<file path="config.mk">
export PLATFORM = sky130hd
export DESIGN_NAME = iss_issue_arbiter
export DESIGN_NICKNAME = d
export VERILOG_FILES = /design/src/rtl/iss_issue_arbiter.sv
export SDC_FILE = /design/constraint.sdc
export NUM_CORES = 1
export LEC_CHECK = 0
export ABC_CLOCK_PERIOD_IN_PS = 2250
export BUFFER_PORTS_ARGS = -buffer_cell sky130_fd_sc_hd__buf_2
export CORE_AREA = 4 4 164 166
export DETAILED_ROUTE_END_ITERATION = 12
export DIE_AREA = 0 0 168 170
export SETUP_SLACK_MARGIN = 0.05
export SYNTH_ARGS = -nofsm -noshare
export SYNTH_HDL_FRONTEND = slang
export SYNTH_SLANG_ARGS = --single-unit
</file>
<file path="constraint.sdc">
create_clock -name CLK -period 2.25 [get_ports CLK]
set_input_delay 0.3375 -clock CLK [delete_from_list [all_inputs] [get_ports CLK]]
set_output_delay 0.3375 -clock CLK [all_outputs]
set_load 0.005 [all_outputs]
</file>
<file path="src/rtl/iss_issue_arbiter.sv">
// Weighted round-robin arbiter sharing the execute issue port between IQ and LSQ,
// feeding a one-deep issue register with a valid/ready handshake to EXE.
module iss_issue_arbiter #(
  parameter int unsigned DATA_WIDTH = 137,
  parameter int unsigned IQ_WEIGHT  = 2,
  parameter int unsigned CNT_BITS   = 2
) (
  input  logic                  CLK,
  input  logic                  RESET,
  input  logic                  FREEZE,
  input  logic                  FLUSH_IN,
  input  logic                  IQ_req_IN,
  input  logic [DATA_WIDTH-1:0] IQ_data_IN,
  input  logic                  LSQ_req_IN,
  input  logic [DATA_WIDTH-1:0] LSQ_data_IN,
  input  logic                  EXE_ready_IN,
  output logic                  IQ_grant_OUT,
  output logic                  LSQ_grant_OUT,
  output logic                  ISS_valid_OUT,
  output logic [DATA_WIDTH-1:0] ISS_data_OUT,
  output logic                  IQSelected_OUT
);

  typedef enum logic [0:0] {PrefIq, PrefLsq} pref_e;

  // Last contested IQ win before the preference hands over to LSQ.
  localparam logic [CNT_BITS-1:0] LastIqWin = CNT_BITS'(IQ_WEIGHT - 1);

  pref_e                 pref;
  logic [CNT_BITS-1:0]   winCnt;
  logic                  issValid;
  logic [DATA_WIDTH-1:0] issData;
  logic                  iqSel;

  logic slotFree;
  logic gntEn;
  logic contested;
  logic iqGrant;
  logic lsqGrant;

  always_comb begin
    slotFree  = !issValid || EXE_ready_IN;
    gntEn     = slotFree && !FREEZE && !FLUSH_IN && RESET;
    contested = gntEn && IQ_req_IN && LSQ_req_IN;
    iqGrant   = gntEn && IQ_req_IN && (!LSQ_req_IN || (pref == PrefIq));
    lsqGrant  = gntEn && LSQ_req_IN && (!IQ_req_IN || (pref == PrefLsq));
  end

  always_ff @(posedge CLK or negedge RESET) begin
    if (!RESET) begin
      issValid <= 1'b0;
      issData  <= '0;
      iqSel    <= 1'b0;
      pref     <= PrefIq;
      winCnt   <= '0;
    end else if (FLUSH_IN) begin
      issValid <= 1'b0;
    end else if (!FREEZE) begin
      if (iqGrant || lsqGrant) begin
        issValid <= 1'b1;
        issData  <= iqGrant ? IQ_data_IN : LSQ_data_IN;
        iqSel    <= iqGrant;
      end else if (slotFree) begin
        issValid <= 1'b0;
      end

      // Only contested grants move the weighting state.
      if (contested) begin
        if (pref == PrefIq) begin
          if (winCnt == LastIqWin) begin
            pref   <= PrefLsq;
            winCnt <= '0;
          end else begin
            winCnt <= winCnt + CNT_BITS'(1);
          end
        end else begin
          pref   <= PrefIq;
          winCnt <= '0;
        end
      end
    end
  end

  always_comb begin
    IQ_grant_OUT   = iqGrant;
    LSQ_grant_OUT  = lsqGrant;
    ISS_valid_OUT  = issValid;
    ISS_data_OUT   = issData;
    IQSelected_OUT = iqSel;
  end

endmodule

</file>
==> reports/results.env <==
SYNTH.TOP_CELLS.BY_AREA='sky130_fd_sc_hd__dfrtp_1 50%, sky130_fd_sc_hd__mux2_2 44%, sky130_fd_sc_hd__buf_6 2.1%'
YOSYS_REGISTER_BITS=142
FINAL_NETS=1186
CTS_POST_SETUP_BUFFERS_INSERTED=0
RELSLEWSLACK_PCT=47.9
RSZ0062_AT_GRT='no'
GRT_PASS1_WL_UM=29400
CP_CELL_SEQUENCE='a21boi_4, buf_12, mux2_2, mux2_2'
CRIT_FAMILY='multiplexers'
CLOCK_TREE.BUFFER_DEPTH=2
CTS_BUFFERS=17
HOLD_CLASS='in2async'
CRIT_PATH_TOP_DELAY_CELL='sky130_fd_sc_hd__dfrtp_1'
TIMING.CRITICAL_PATH.TO_TYPE='flip-flop'
COMMONEST_NON_FILL_NON_TAP_CELLS_IN_THE_LAYOUT='420 x sky130_fd_sc_hd__buf_2, 275 x sky130_fd_sc_hd__mux2_2, 142 x sky130_fd_sc_hd__dfrtp_1'
CRIT_SHARE_POST_ROUTE_PCT=83.1
SYN_AREA_MM2=0.00705
GRT_ANTENNA_BEFORE_REPAIR=0
SYN_AREA_PER_CELL_UM2=14.9
CLOCK_TREE_FROM_TRITONCTS='built'
TOP_ACHIEVABLE_CLOCK_SPEED_GHz=0.535
MIN_PERIOD_NS=1.87
REQUIRED_NS=2.53
CLOCK_LATENCY_NS=0.41
CRIT_PATH_DEPTH=4
SETUP_TOTAL_NEGATIVE_SLACK_NS=0
DESIGN.CORE.AREA_MM2=0.0256
OUTCOME='complete, no violations'
STD_CELL_ROWS=59
INITIAL_CORE_UTIL_PCT=27.5
WORST_EP_ARRIVAL_TIME_NS=2.15
CTS_RESIZED=0
FINAL-INSTANCE-COUNT-EXCL-FILL=1252
PRECTSSETUPSLACK_NS=0.160
CRITICAL-PATH-MAX-STAGE-DELAY_NS=0.44
HOLD_VIOL_FINAL=0
CRIT_PATH_MAX_FANOUT=71
FP.DIEH_UM=170
POWER.LEAKAGE_nW=4.88
DIE_BOUNDARY_WIDTH_UM=168
IOPINCOUNT=422
POST-PLACE-CELLS=1220
LAYOUT_CELLS_SIZED_ABOVE_1_PCT=81.8
MAXIMUM_NUMBER_OF_PINS_ON_ONE_NET_BEFORE_GLOBAL_ROUTE_REPAIR=142
AREA_GROWTH_SYN_TO_LAYOUT_PCT=44.3
SYNTH.DISTINCT_CELLS=22
MASTER_CELL_OF_THE_CLOCK_ROOT_BUFFER='sky130_fd_sc_hd__clkbuf_16'
GRT.OVERFLOW.TOTAL=0
CRIT_BUF_INV=1
SYNTH_CELLS=473
CAP_VIOL_MAX_COUNT=0
WORST_SLACK_NS=0.379
LAYOUT_COMMONEST_CELL='sky130_fd_sc_hd__buf_2'
WL_PER_CELL_UM=15.5
DETAIL_ROUTE.VIAS_PER_CELL=4.27
ANT_NETS=0
DETAIL_ROUTE.FIRST_PASS.ITERATIONS=4
GROUTE.USAGE.OVERALL_PCT=12.9
CLKSINKCOUNT=142
CLK_SLEW_ON_WORST_S_H_PATHS_NS=0.07
FINAL_DESIGN_AREA_NO_FILL_MM2=0.0102
SYNTH_LARGEST_TYPE_AREA_FRACTION_PCT=50.4
FINISH.UTILIZATION_PCT=39.7
REPLACE_CONGESTION=0.755
YOSYS_WARNINGS=0
PORTBUFFERS=421
PLACED_CELL_AREA_MM2=0.00961
DRV_SLEW=0
DEPTH_OF_THE_CTS_H_TREE=4
HALF_PERIMETER_WIRE_LENGTH_AFTER_PLACEMENT_UM=15200
VIAS_IN_THE_FIRST_GLOBAL_ROUTE=5678
TOTALPOWERFINAL_mW=8.68
SYNTH.NET_COUNT=754
REG2REGPATHDEPTH=4
DIODES=0
FINALSETUPVIOLCOUNT=0
VDD_IR_DROP_MAX_mV=0.373
FIN_WORST_SKEW_NS=0.00576
ROUTE.FINAL.WIRE_LENGTH_UM=19400
MOST_FREQUENT_CELL_ON_THE_CRITICAL_PATH='sky130_fd_sc_hd__mux2_2'
SETUP.WORST_PATH.START_CLASS='flip-flop'
DETAIL_ROUTE.ITER0.VIOLATIONS=121
DESIGN.DIE.AREA_MM2=0.0286
POWER_PER_CELL_AREA_mW_PER_MM2=854
NETLIST.TOP_CELL.BY_AREA='sky130_fd_sc_hd__dfrtp_1'
MAX_SLEW.WORST_PIN.SLEW_NS=0.781
HOLD_BUFFERS=1
DRC=0
HOLD-WORST-SLACK_NS=0.0778
ROUTED-VIA-COUNT=5341
WORSTSETUPPATHTYPE='reg2reg'
SYNTH_SEQUENTIAL_AREA_RATIO_PCT=50.4
path summary, 6_finish.rpt:
path | endpoint | from | slack [ns]
worst max-delay path | ISS_data_OUT[38] | pref | 0.38
worst min-delay path | ISS_data_OUT[92] | RESET | 0.08
worst max register to register | ISS_data_OUT[38] | pref | 0.38
worst min register to register | winCnt[1] | winCnt[1] | 0.49
max in group asynchronous | ISS_data_OUT[123] | RESET | 1.56
min in group CLK | ISS_valid_OUT | FLUSH_IN | 0.26
synthesized netlist by cell type:
cell type / instances
sky130_fd_sc_hd__o21a_1: 1
sky130_fd_sc_hd__clkbuf_8: 1
sky130_fd_sc_hd__nand2b_1: 2
sky130_fd_sc_hd__mux2i_1: 1
sky130_fd_sc_hd__nor2b_1: 1
sky130_fd_sc_hd__nand4_1: 1
sky130_fd_sc_hd__nor3_4: 1
sky130_fd_sc_hd__nand3_1: 2
sky130_fd_sc_hd__o21ai_0: 1
sky130_fd_sc_hd__nand2_1: 3
sky130_fd_sc_hd__a31o_2: 1
sky130_fd_sc_hd__inv_1: 3
sky130_fd_sc_hd__dfrtp_1: 142
sky130_fd_sc_hd__nor2_1: 4
sky130_fd_sc_hd__buf_6: 13
sky130_fd_sc_hd__a21oi_1: 1
sky130_fd_sc_hd__mux2_2: 275
sky130_fd_sc_hd__nor3_1: 1
sky130_fd_sc_hd__or3b_4: 1
sky130_fd_sc_hd__buf_2: 16
sky130_fd_sc_hd__a21boi_0: 1
sky130_fd_sc_hd__o2bb2ai_1: 1
per-layer routing:
layer | vias up | GRT usage (%) | part of all wire [%]
met3 | 20 | 4.32 | 8.6
li1 | 2582 | - | -
met1 | 2500 | 14.6 | 38
met2 | 239 | 23.1 | 51
met4 | 0 | 3.95 | 1.8
met5 | - | 0 | 0
area by class of cell:
| class | instances | area (µm²) |
|---|---|---|
| multi-input cells | 298 | 3250 |
| inverters | 3 | 11.3 |
| flip-flops and latches | 142 | 3550 |
| clock buffers | 19 | 433 |
| well taps | 335 | 419 |
| clock inverters | 12 | 115 |
| fillers | 2515 | 15400 |
| repair buffers | 443 | 2380 |
state kept, by name, summed over array words and instances, names as in the netlist:
signal / cells
ISS_data_OUT: 137
pref: 1
IQSelected_OUT: 1
winCnt: 2
ISS_valid_OUT: 1
kinds of logic (layout without fill, tap and decap cells):
family	Yosys count	in the layout	synth area share, %
mux	276	276	44.1
flops	142	142	50.4
buf+inv	33	477	3.57
simple gates	16	16	1.33
compound gates	6	6	0.604
worst register-to-register path, stage by stage, from the launching register on:
cell and delay (ns):
sky130_fd_sc_hd__dfrtp_1 0.44, sky130_fd_sc_hd__a21boi_4 0.24, sky130_fd_sc_hd__buf_12 0.34, sky130_fd_sc_hd__mux2_2 0.46
sky130_fd_sc_hd__mux2_2 0.27
power breakdown:
group	leakage [nW]	internal, mW	switching (mW)
clock network	0.248	1.52	1.12
logic	2.93	1.50	0.982
registers	1.69	3.24	0.324
(Power assumes the default switching activity.)
